File: config.mk
export PLATFORM = sky130hd
export DESIGN_NAME = quad_decoder
export DESIGN_NICKNAME = d
export VERILOG_FILES = /design/src/rtl/quad_decoder.sv
export SDC_FILE = /design/constraint.sdc
export NUM_CORES = 1
export LEC_CHECK = 0
export BUFFER_PORTS_ARGS = -buffer_cell sky130_fd_sc_hd__buf_2
export CAP_MARGIN = 5
export CORE_MARGIN = 2
export CORE_UTILIZATION = 35
export CTS_CLUSTER_SIZE = 12
export DETAILED_ROUTE_END_ITERATION = 6
export GPL_ROUTABILITY_DRIVEN = 0
export MAX_ROUTING_LAYER = met4
export SLEW_MARGIN = 20
export SYNTH_ARGS = -nofsm -noshare
export SYNTH_HDL_FRONTEND = slang
export SYNTH_SLANG_ARGS = --single-unit
File: constraint.sdc
create_clock -name clk -period 5 [get_ports clk]
set_input_delay 1 -clock clk [delete_from_list [all_inputs] [get_ports clk]]
set_output_delay 1 -clock clk [all_outputs]
set_load 0.01 [all_outputs]
File: src/rtl/quad_decoder.sv
// ============================================================================
//  Module   : quad_decoder
//  Brief    : Quadrature encoder front-end. Emits a step pulse with a direction
//             flag, keeps a wrapping position and flags illegal transitions.
//             Optional glitch filter: QUAD_DECODER_GLITCH_FILTER_EN
//  Revision : 1.0 - initial release
// ============================================================================
`default_nettype none

module quad_decoder #(
  parameter int POS_W    = 16,
  parameter int FILT_CYC = 3
) (
  input  logic             clk,
  input  logic             rst,
  input  logic             ch_a,
  input  logic             ch_b,
  input  logic             clr,
  input  logic             err_clr,
  output logic             step,
  output logic             up,
  output logic [POS_W-1:0] pos,
  output logic             err
);

  typedef enum logic [0:0] {
    S_INIT = 1'b0,
    S_RUN  = 1'b1
  } state_t;

`ifdef QUAD_DECODER_GLITCH_FILTER_EN
  localparam int c_INIT_CYC = 2 + FILT_CYC;
  localparam int c_FCNT_W   = (FILT_CYC > 1) ? $clog2(FILT_CYC) : 1;
`else
  localparam int c_INIT_CYC = 2;
`endif
  localparam int c_ICNT_W = $clog2(c_INIT_CYC);

  // Marker block: present in the hierarchy only for out-of-range parameters.
  generate
    if (POS_W < 2 || FILT_CYC < 1) begin : g_param_range_invalid
    end
  endgenerate

  // Bit 1 carries channel A, bit 0 channel B throughout.
  logic [1:0]          r_sync1;
  logic [1:0]          r_sync2;
  logic [1:0]          w_chs;
  logic [1:0]          w_phase;
  logic [1:0]          w_delta;
  logic                w_run;
  logic                w_cnt_up;
  logic                w_cnt_dn;
  logic                w_illegal;

  state_t              r_state;
  logic [c_ICNT_W-1:0] r_icnt;
  logic [1:0]          r_prev;
  logic                r_step;
  logic                r_up;
  logic [POS_W-1:0]    r_pos;
  logic                r_err;

  always_ff @(posedge clk) begin
    if (!rst) begin
      r_sync1 <= 2'b00;
      r_sync2 <= 2'b00;
    end else begin
      r_sync1 <= {ch_a, ch_b};
      r_sync2 <= r_sync1;
    end
  end

`ifdef QUAD_DECODER_GLITCH_FILTER_EN
  // A new level is accepted only after it has been held FILT_CYC cycles.
  generate
    for (genvar g = 0; g < 2; g++) begin : g_filt
      logic [c_FCNT_W-1:0] r_cnt;
      logic                r_q;

      always_ff @(posedge clk) begin
        if (!rst) begin
          r_cnt <= '0;
          r_q   <= 1'b0;
        end else if (r_sync2[g] == r_q) begin
          r_cnt <= '0;
        end else if (r_cnt == c_FCNT_W'(FILT_CYC - 1)) begin
          r_q   <= r_sync2[g];
          r_cnt <= '0;
        end else begin
          r_cnt <= r_cnt + c_FCNT_W'(1);
        end
      end

      assign w_chs[g] = r_q;
    end
  endgenerate
`else
  assign w_chs = r_sync2;
`endif

  // Gray code to phase: 00->0, 01->1, 11->2, 10->3.
  assign w_phase   = {w_chs[1], w_chs[1] ^ w_chs[0]};
  assign w_delta   = w_phase - r_prev;
  assign w_run     = (r_state == S_RUN);
  assign w_cnt_up  = w_run && (w_delta == 2'd1);
  assign w_cnt_dn  = w_run && (w_delta == 2'd3);
  assign w_illegal = w_run && (w_delta == 2'd2);

  always_ff @(posedge clk) begin
    if (!rst) begin
      r_state <= S_INIT;
      r_icnt  <= '0;
      r_prev  <= 2'd0;
      r_step  <= 1'b0;
      r_up    <= 1'b1;
      r_pos   <= '0;
      r_err   <= 1'b0;
    end else begin
      r_step <= 1'b0;
      case (r_state)
        S_INIT: begin
          if (r_icnt == c_ICNT_W'(c_INIT_CYC - 1)) begin
            r_prev  <= w_phase;
            r_state <= S_RUN;
          end else begin
            r_icnt <= r_icnt + c_ICNT_W'(1);
          end
        end
        S_RUN: begin
          r_prev <= w_phase;
          if (w_cnt_up || w_cnt_dn) begin
            r_step <= 1'b1;
            r_up   <= w_cnt_up;
          end
        end
        default: r_state <= S_INIT;
      endcase

      if (clr)
        r_pos <= '0;
      else if (w_cnt_up)
        r_pos <= r_pos + POS_W'(1);
      else if (w_cnt_dn)
        r_pos <= r_pos - POS_W'(1);

      if (w_illegal)
        r_err <= 1'b1;
      else if (err_clr)
        r_err <= 1'b0;
    end
  end

  assign step = r_step;
  assign up   = r_up;
  assign pos  = r_pos;
  assign err  = r_err;

endmodule

`default_nettype wire

== Yosys cells after proc, flatten, opt, wreduce, memory -nomap -nowiden ==
Index checks and enable logic that the tools add are counted.
Word-level totals
  register bits: 27
  bits in latches: 0
  memory bits (writable): 0
  ROM bits: 0
  bits of input ports: 6
  logic and storage cells: 39
  memories kept: 0
Operators by class
  add/subtract/negate cells: 4
  $mul: 0
  div/mod/pow operators: 0
  order comparisons: 0
  eq/ne operators: 4
  shifts and indexed selects: 0
  multiplexer cells: 10
  bitwise operators: 3
  reduce and logical (&&, ||, !) cells: 9
Operators by type and width (number)
  $mux W16: 2
  $add A16 B1 Y16 const B: 1
  $sub A16 B1 Y16 const B: 1
  $mux W1: 6
  $eq A2 B2 Y1 const B: 2
  $pmux W2 S2: 1
  $reduce_and A2 Y1: 2
  $reduce_bool A2 Y1: 2
  $logic_and A1 B1 Y1: 3
  $eq A2 B1 Y1 const B: 1
  $mux W2: 1
  $ne A2 B2 Y1 const B: 1
  $not A1 Y1: 2
  $reduce_or A2 Y1: 1
  $sub A2 B2 Y2: 1
  $add A1 B1 Y1 const B: 1
  $logic_or A1 B1 Y1: 1
  $xor A1 B1 Y1: 1

== Depth between registers and ports, before layout ==
Gate-level depths: netlist of run 1.
  word-level depth: 6
  depth in mapped cells: 13

== Worst setup path after synthesis of run 1 ==
Ideal clock, no wire load.
  kind: register to register
  start: register r_sync2[1]
  end: register r_pos[14] (netlist: pos[14])
  data arrival time: 3.127 ns
  path slack: 1.750 ns
  stages on the path, launching flop included: 12
  path buffers: 1
  clock period less this slack: 3.250 ns
  cell sequence: dfxtp_1 -> xnor2_1 -> ha_1 -> and2b_1 -> buf_1 -> nand2_1 -> ha_1 -> or4_1 -> o22ai_2 -> o211ai_1 -> a211oi_1 -> nor3b_1
On the way
  cells in the longest elaborated chain, start to end: 5
  elaborated cells on any way between the ends: 8
  those cells by class: add/sub (1); eq/ne (2); mux (1); bitwise (1); reduce/logical (3)
RTL lines
  from (decl): line 47  | logic [1:0] r_sync2;
  from (signal assigned): line 70  | r_sync2 <= r_sync1;
  $xor A1 B1 Y1: line 103  | assign w_phase = {w_chs[1], w_chs[1] ^ w_chs[0]};
  $sub A2 B2 Y2 (*): line 104  | assign w_delta = w_phase - r_prev;
  $eq A2 B1 Y1 / $eq A2 B2 Y1 (equally long branches): line 106, 107
  $logic_and A1 B1 Y1, on equally long branches: line 106, 107
  $mux W16 / $reduce_bool A2 Y1 (equally long branches)
  to (signal assigned): line 143  | r_pos <= r_pos + POS_W'(1);
  to (signal assigned): line 145  | r_pos <= r_pos - POS_W'(1);
  to (decl): line 61  | logic [POS_W-1:0] r_pos;
Mark *: on every way between the ends. The rest lies on a longest branch, timed or not.
A chain may end at the register's enable or synchronous reset.

== Worst setup path after layout of run 1 ==
Ends and elaborated chain as after synthesis.

==> run_results.csv, run 1 <==
group,metric,value,unit
worst_setup_path,cp_cell_sequence,"xnor2_1, ha_1, and2b_1, nand2_1, ha_1, or4_1, o22ai_2, o211ai_1, a211oi_1, nor3b_1",
route,wl,3691,µm
cts,insertion_delay,0.28,ns
cts,cts_max_level,1,
worst_setup_path,critical-path-top-delay-family,"simple AND/OR/NAND/NOR gates",
logic_synthesis,syn_inst,209,
place,post_dp_cell_area,1867,µm²
logic_synthesis,async_flop_share,0,
cts,cts_setup_buffers,0,
floorplanning,fp.dieW,73.73,µm
floorplanning,io_pins,25,
logic_synthesis,ys_top_cells_by_area,"dfxtp_1 (32%), ha_1 (12%), nand2_1 (7.5%)",
cts,cts_inserted_buffers,3,
worst_setup_path,reg2reg_from,"r_sync2[1]",
route,avgViaCountPerCell,5.505,
outcome,outcome,"completed",
cts,cts_root_buf,"clkbuf_8",
worst_setup_path,cpMostUsedCell,"ha_1",
cts,tritoncts,"done",
logic_synthesis,yosysTopAreaCell,"dfxtp_1",
logic_synthesis,yosysSeqAreaShare,0.3176,
sta,setup_viol,0,
sta,rsz0062_at_grt,"no",
worst_setup_path,crit_start,"r_sync2[1]",
job,cap_viol_max_count,0,
sta,whs,0.4433,ns
hold_path,whs_path_depth,1,
logic_synthesis,ys_ff_latch,27,
floorplanning,design.core.area,4692,µm²
worst_setup_path,endpoint_kind,"flop",
power_and_ir_drop,power_density,273.9,nW/µm²
sta,min_period_over_period,0.7544,
sta,timing.final.ws_setup,1.228,ns
logic_synthesis,yosys.cell_types.count,41,
worst_setup_path,cpPeakStageDelay,0.54,ns
route,wl_per_cell,12.95,µm
finish,num-nets-final,255,
place,dp_hpwl,2742,µm
power_and_ir_drop,p_leak,0.8485,nW
route,drt_iter0_markers,120,
finish,syn_to_final_growth,12.57,%
logic_synthesis,netlist_top_cells_count,"nand2_1 (34), dfxtp_1 (27), a21oi_1 (16), ha_1 (16)",
sta,fin_crit,3.772,ns
hold_path,hold_class,"flop to flop",
cts,cts_resized,0,
route,post-route-drc-count,0,
floorplanning,die_h,73.73,µm
cts,clockBufferDepth,2,
finish,final_util,0.4083,
cts,clk_pin_slew_worst_paths,0.10,ns
global_route,first_global_vias,1463,
finish,n_fill_cell,481,
sta,maxSlewViolCount,0,
power_and_ir_drop,total_power,524.6,µW
sta,fmax,0.2651,GHz
floorplanning,initial_core_util,0.3627,
worst_setup_path,critPathBufInv,0,
global_route,grt_pass1_wl,6389,µm
global_route,grt_start_max_net_pins,18,
finish,seqCellArea,540.5,µm²
logic_synthesis,yosysWarnings,0,
route,drt_pre_antenna_iters,4,
worst_setup_path,path_depth,10,
sta,slew_headroom,0.5372,
place,port_buffers,24,
finish,fin_cells,285,
worst_setup_path,crit_slowest_cell,"nand2_1",
finish,layout-drive-gt1-share,0.1515,
logic_synthesis,synth_nets,232,
logic_synthesis,netlist_area,1702,µm²
place,place_ws,1.287,ns
cts,cts_sinks,27,
global_route,grt_overflow,0,
finish,final_area,1916,µm²
worst_setup_path,worst_ep_arrival_time,3.94,ns
route,vias,1569,
worst_setup_path,reg2reg_depth,10,
finish,diodes,0,
route,ant_nets,0,
sta,skew,0.01132,ns
finish,multi_input_area,1120,µm²
place,numPlacedInstances,281,
global_route,track_usage,0.1523,
logic_synthesis,synth_edf_count,0,
logic_synthesis,synth.top_cell.area_share,0.3176,
worst_setup_path,cp-start-kind,"flop",
worst_setup_path,critPathMaxFanout,17,
logic_synthesis,ys.flop_type,"dfxtp_1",
sta,tightest_slew,0.6916,ns
floorplanning,die_area,5435,µm²
worst_setup_path,crit_type,"flop to flop",
sta,finalSetupTns,0,ns
sta,hold_viol_final,0,
floorplanning,rows,25,
power_and_ir_drop,ir_worst_vdd,0.1525,mV
worst_setup_path,required,5.17,ns
logic_synthesis,synth.avg_cell_area,8.142,µm²
hold_path,hold_start,"r_sync1[1]",
logic_synthesis,synth.most_common_cell,"nand2_1",
cts,cts.hold.buffers_added,0,
global_route,antenna_found_initial,0,
-- where the power goes --
part | internal (mW) | switching, mW
Clock | 0.0568 | 0.0774
Sequential | 0.225 | 0.00754
Combinational | 0.0659 | 0.0922
-- layout by cell type (no fill, tap or decap), types with 6 or more instances in the layout --
master    synthesis  routed
a21oi_1          16      16
and2_1            6       6
buf_2             0      24
dfxtp_1          27      27
ha_1             16      16
nand2_1          34      34
nand2b_1          6       6
nand3_1           6       6
nor2_1           15      15
o21ai_0          15      15
xnor2_1           7       7
-- final cells by class --
type,count,area share
Sequential cell,27,0.2822
Inverter,5,0.009798
Timing Repair Buffer,24,0.06270
Tap cell,54,0.03527
Clock buffer,3,0.02155
Clock inverter,1,0.003919
Multi-Input combinational cell,171,0.5846
-- cells by family after synthesis --
family / synth area share
XOR/XNOR: 0.04633
buffers and inverters: 0.02426
AO/OA/AOI/OAI: 0.2449
adder cells (fa/ha/maj): 0.1294
flip-flops: 0.3176
AND/OR/NAND/NOR: 0.2375
-- sequential cells by signal (all words and copies together) (netlist names), 2 cells and up --
register,cells
pos,16
r_prev,2
r_sync1,2
r_sync2,2
-- worst register-to-register path, cell delays in order (launching register included) --
cell,delay (ns)
dfxtp_1,0.34
xnor2_1,0.20
ha_1,0.28
and2b_1,0.50
nand2_1,0.54
ha_1,0.48
or4_1,0.54
o22ai_2,0.22
o211ai_1,0.20
a211oi_1,0.29
nor3b_1,0.08
-- per-layer routing --
layer	wire length (µm)	GRT usage
met4	32	0.04040
met2	1658	0.2421
met5	0	-
met1	1825	0.1978
met3	173	0.02881
-- path summary, 6_finish.rpt --
path,end,slack (ns)
min,r_sync2[1],0.44
min reg2reg,r_sync2[1],0.44
max reg2reg,pos[14],1.23
max,pos[14],1.23
Power figures use the tool's default switching activity.
==> run 2: changes to the inputs <==
==> constraint.sdc (replaced) <==
create_clock -name clk -period 3.14 [get_ports clk]
set_input_delay 0.628 -clock clk [delete_from_list [all_inputs] [get_ports clk]]
set_output_delay 0.628 -clock clk [all_outputs]
set_load 0.01 [all_outputs]
==> run_results.csv, run 2 (synthesized netlist as in run 1, its figures left out) <==
group,metric,value,unit
floorplanning,die_area,5435,µm²
job,cap_viol_max_count,0,
outcome,outcome,"completed",
power_and_ir_drop,netSwitchingPower,286.0,µW
global_route,grt_start_max_net_pins,18,
route,drt_pre_antenna_iters,4,
place,port_buffers,24,
worst_setup_path,worst_ep_arrival_time,3.12,ns
finish,layout_commonest_cell,"nand2_1",
route,drt_iter0_markers,82,
cts,cts_resized,0,
cts,clockBufferDepth,2,
route,post-route-drc-count,0,
sta,tightest_slew,0.6474,ns
worst_setup_path,critical-path-top-delay-family,"simple AND/OR/NAND/NOR gates",
power_and_ir_drop,ir_worst_vdd,0.2621,mV
finish,syn_to_final_growth,16.32,%
finish,largest_reg_flops,16,
place,post_dp_cell_area,1922,µm²
cts,cts_setup_buffers,0,
power_and_ir_drop,internal-power,567.2,µW
global_route,first_global_vias,1377,
worst_setup_path,cp_cell_sequence,"xnor2_1, ha_1, xor2_1, xnor2_1, nand2_2, buf_4, ha_1, or4_1, o22ai_2, o211ai_1, a211oi_1, nor3b_1",
place,dp_hpwl,2804,µm
floorplanning,rows,25,
finish,num-nets-final,262,
finish,diodes,0,
cts,cts.hold.buffers_added,0,
power_and_ir_drop,pwr-share-seq,0.434,
global_route,grt_overflow,0,
route,wl,3649,µm
cts,insertion_delay,0.28,ns
global_route,antenna_found_initial,0,
cts,clk_pin_slew_worst_paths,0.11,ns
power_and_ir_drop,switching_share,0.3352,
route,avgViaCountPerCell,5.390,
sta,finalSetupTns,0,ns
route,wl_per_cell,12.50,µm
cts,cts_root_buf,"clkbuf_8",
finish,final_util,0.4219,
floorplanning,fp.dieW,73.73,µm
floorplanning,io_pins,25,
sta,maxSlewViolCount,0,
worst_setup_path,endpoint_kind,"flop",
power_and_ir_drop,p_clk_frac,0.255,
power_and_ir_drop,total_power,853.2,µW
sta,setup_viol,0,
sta,fmax,0.3406,GHz
worst_setup_path,required,3.32,ns
global_route,grt_pass1_wl,6030,µm
route,ant_nets,0,
cts,cts_sinks,27,
power_and_ir_drop,pwr-share-comb,0.311,
finish,layout-drive-gt1-share,0.1891,
floorplanning,initial_core_util,0.3627,
global_route,track_usage,0.1425,
sta,min_period_over_period,0.9349,
sta,hold_viol_final,0,
worst_setup_path,cp-start-kind,"flop",
hold_path,hold_class,"flop to flop",
power_and_ir_drop,p_leak,0.8877,nW
finish,n_fill_cell,495,
cts,cts_inserted_buffers,3,
finish,final_area,1979,µm²
worst_setup_path,critPathBufInv,1,
worst_setup_path,critPathMaxFanout,10,
place,numPlacedInstances,288,
finish,mostFrequentLayoutCells,"nand2_1 (33), dfxtp_1 (27), buf_2 (24), ha_1 (16), nor2_1 (15)",
power_and_ir_drop,power_density,431.0,nW/µm²
floorplanning,design.core.area,4692,µm²
worst_setup_path,crit_type,"flop to flop",
floorplanning,die_h,73.73,µm
sta,slew_headroom,0.5668,
cts,tritoncts,"done",
sta,skew,0.006299,ns
sta,fin_crit,2.936,ns
worst_setup_path,cpPeakStageDelay,0.54,ns
finish,fin_cells,292,
cts,cts_max_level,1,
route,vias,1574,
worst_setup_path,crit_slowest_cell,"or4_1",
sta,rsz0062_at_grt,"no",
## run 2: final cells by class
cell class	instances	area, µm²	share of cell area
Inverter	5	18.77	0.009482
Clock buffer	3	41.29	0.02086
Clock inverter	1	8.758	0.004425
Sequential cell	27	540.5	0.2731
Multi-Input combinational cell	171	1130	0.5708
Timing Repair Buffer	31	172.7	0.08723
Tap cell	54	67.56	0.03413
## run 2: worst paths after layout
check                                 from          to  slack (ns)  depth (start not counted)
worst max register to register  r_sync2[1]     pos[14]        0.20                         12
worst max-delay path            r_sync2[1]     pos[14]        0.20                         12
worst min-delay path            r_sync1[0]  r_sync2[0]        0.44                          1
worst min register to register  r_sync1[0]  r_sync2[0]        0.44                          1
## run 2: stage by stage
step,hold slack [ns],setup WS [ns]
floorplan,0.4119,0.03330
global placement,0.4140,0.2289
detailed placement,0.4199,0.1959
CTS,0.4484,0.1461
global route,0.4804,0.005557
finish,0.4439,0.2044
## run 2: metal layers
metal / up-vias / routed length (µm) / GRT usage
met5: - / 0 / -
met4: 0 / 13 / 0.01818
met3: 2 / 121 / 0.03018
met2: 23 / 1734 / 0.2351
met1: 736 / 1780 / 0.1839
li1: 813 / - / -
## run 2: power groups by stage
stage	Sequential [mW]	Clock (mW)	Combinational, mW
after floorplan	0.381	0	0.194
after global placement	0.378	0	0.263
after detailed placement	0.378	0	0.262
after CTS	0.370	0.233	0.264
after global routing	0.373	0.247	0.299
final	0.370	0.218	0.266
==> run 3: changes to the inputs <==
==> constraint.sdc (replaced) <==
create_clock -name clk -period 2.55 [get_ports clk]
set_input_delay 0.51 -clock clk [delete_from_list [all_inputs] [get_ports clk]]
set_output_delay 0.51 -clock clk [all_outputs]
set_load 0.01 [all_outputs]
==> run_results.csv, run 3 (synthesized netlist as in run 1, its figures left out) <==
group,metric,value,unit
worst_setup_path,r2r-end,"pos[14]",
finish,diodes,0,
worst_setup_path,critPathMaxFanout,4,
sta,maxSlewViolCount,0,
worst_setup_path,crit_type,"flop to flop",
route,drt_iter0_markers,115,
sta,tightest_slew,0.4037,ns
job,cap_viol_max_count,0,
cts,cts_root_buf,"clkbuf_8",
cts,cts.hold.buffers_added,0,
route,top_layer,"met4",
power_and_ir_drop,switching_share,0.3474,
global_route,grt_overflow,0,
floorplanning,fp.dieW,73.73,µm
floorplanning,die_area,5435,µm²
route,ant_nets,0,
route,vias,1797,
power_and_ir_drop,pwr-share-seq,0.352,
outcome,outcome,"complete, but fails checks",
hold_path,whs_path_depth,2,
power_and_ir_drop,netSwitchingPower,453.4,µW
finish,num-nets-final,307,
floorplanning,io_pins,25,
route,dr_wl_met2,2534,µm
power_and_ir_drop,p_clk_frac,0.204,
worst_setup_path,crit_slowest_cell,"dfxtp_2",
sta,skew,0.003058,ns
route,met1_length,2282,µm
sta,hold_viol_final,0,
cts,tritoncts,"done",
sta,slew_headroom,0.7309,
finish,largest_reg_flops,16,
worst_setup_path,required,2.73,ns
place,place_ws,-0.2991,ns
global_route,antenna_found_initial,0,
finish,mostFrequentLayoutCells,"buf_4 (41), nand2_1 (32), dfxtp_1 (26), buf_2 (24), ha_4 (13)",
sta,fmax,0.3533,GHz
sta,setup_viol,10,
power_and_ir_drop,ir_worst_vdd,0.2542,mV
route,wl_per_cell,14.78,µm
route,wl,4981,µm
worst_setup_path,critical-path-top-delay-family,"compound AO/OA/AOI/OAI gates",
hold_path,holdPathEnd,"r_sync1[0]",
sta,timing.final.ws_setup,-0.2802,ns
worst_setup_path,reg2reg_slack,-0.28,ns
cts,cts_sinks,27,
power_and_ir_drop,internal-power,851.6,µW
worst_setup_path,critPathBufInv,2,
route,post-route-drc-count,0,
finish,layout_commonest_cell,"buf_4",
route,drt_pre_antenna_iters,4,
power_and_ir_drop,power_density,476.9,nW/µm²
sta,rsz0062_at_grt,"yes",
worst_setup_path,cp-start-kind,"flop",
global_route,first_global_vias,1648,
route,avgViaCountPerCell,5.332,
worst_setup_path,endpoint_kind,"flop",
worst_setup_path,cp_cell_sequence,"xnor2_2, ha_2, xor2_4, xnor2_4, nand2_4, buf_6, ha_4, buf_6, nor3_4, nor2_2, o22ai_4, o211ai_1, a211oi_2, nor3b_2",
cts,cts_inserted_buffers,3,
outcome,violations,"negative setup slack",
hold_path,hold_class,"input pin to flop",
finish,syn_to_final_growth,60.81,%
power_and_ir_drop,p_leak,1.177,nW
global_route,grt_start_max_net_pins,17,
cts,cts_max_level,1,
cts,insertion_delay,0.28,ns
sta,whs,0.4266,ns
worst_setup_path,reg2reg_from,"r_sync2[1]",
sta,fin_crit,2.830,ns
global_route,track_usage,0.1974,
hold_path,hold_start,"ch_b",
worst_setup_path,cpMostUsedCell,"buf_6",
worst_setup_path,worst_ep_arrival_time,3.01,ns
place,dp_hpwl,3506,µm
floorplanning,design.core.area,4692,µm²
place,port_buffers,24,
floorplanning,die_h,73.73,µm
cts,clk_pin_slew_worst_paths,0.11,ns
finish,n_fill_cell,432,
sta,min_period_over_period,1.110,
finish,layout-drive-gt1-share,0.4700,
worst_setup_path,cpPeakStageDelay,0.35,ns
worst_setup_path,reg2reg_depth,14,
global_route,grt_pass1_wl,8128,µm
floorplanning,rows,25,
power_and_ir_drop,pwr-share-comb,0.444,
cts,clockBufferDepth,2,
route,wl_met3,125,µm
floorplanning,initial_core_util,0.3627,
-- run 3: cell count changes in the layout (fill, tap and decap cells not counted), sizes merged --
cell      delta
nand2        +1
clkinvlp     +1
buf         +44
inv          -1
-- run 3: worst register-to-register path, delay by kind of cell, from the launching register on --
kind                     cells  cell delay [ns]
XOR/XNOR                     3             0.62
flip-flops                   1             0.35
adder cells (fa/ha/maj)      2             0.45
buffers and inverters        2             0.28
AO/OA/AOI/OAI                3             0.66
AND/OR/NAND/NOR              4             0.39
-- run 3: stage by stage --
| step | instances | setup TNS (ns) | util | total power [mW] | area [µm²] |
|---|---|---|---|---|---|
| 3_5_place_dp | 326 | -1.923 | 0.5029 | 0.9034 | 2360 |
| 6_report | 337 | -2.045 | 0.5832 | 1.305 | 2736 |
| 3_3_place_gp | 326 | -1.659 | 0.5029 | 0.8997 | 2360 |
| 5_1_grt | 337 | -3.276 | 0.5832 | 1.381 | 2736 |
| 2_1_floorplan | 209 | -1.178 | - | 0.7447 | 1867 |
| 4_1_cts | 336 | -1.841 | 0.5560 | 1.243 | 2609 |
-- run 3: worst max path at each step --
| stage | from | cells after the start | to |
|---|---|---|---|
| 2_1_floorplan | r_sync2[1] | 11 | pos[14] |
| 3_3_place_gp | r_sync2[0] | 13 | pos[14] |
| 3_5_place_dp | r_sync2[0] | 11 | pos[14] |
| 4_1_cts | r_sync2[1] | 12 | pos[13] |
| 5_1_grt | r_sync2[1] | 14 | pos[15] |
| 6_report | r_sync2[1] | 14 | pos[14] |
-- run 3: area by class of cell --
cell class | count | area (µm²) | share of cell area
Clock buffer | 3 | 41.29 | 0.01509
Clock inverter | 1 | 7.507 | 0.002743
Sequential cell | 27 | 541.8 | 0.1980
Multi-Input combinational cell | 172 | 1510 | 0.5519
Tap cell | 54 | 67.56 | 0.02469
Inverter | 5 | 18.77 | 0.006859
Timing Repair Buffer | 75 | 549.3 | 0.2007
-- run 3: what timing repair did --
| action | CTS | global route |
|---|---|---|
| gates resized for setup | 22 | 32 |
| buffers inserted | 5 | 1 |
| pin swaps | 12 | 21 |
| endpoints found under the setup margin | 11 | 12 |
| gates cloned | 1 | 0 |
-- run 3: metal layers --
| metal | GRT usage | vias to the layer above |
|---|---|---|
| met5 | - | - |
| met4 | 0.04848 | 0 |
| met3 | 0.02195 | 4 |
| met2 | 0.3323 | 33 |
| met1 | 0.2519 | 855 |
| li1 | - | 905 |
-- run 3: power groups by stage --
stage,logic (mW),registers (mW),clock network (mW)
global placement,0.433,0.467,0
CTS,0.505,0.460,0.278
detailed placement,0.436,0.467,0
finish,0.579,0.459,0.266
floorplan,0.273,0.472,0
global route,0.627,0.463,0.292
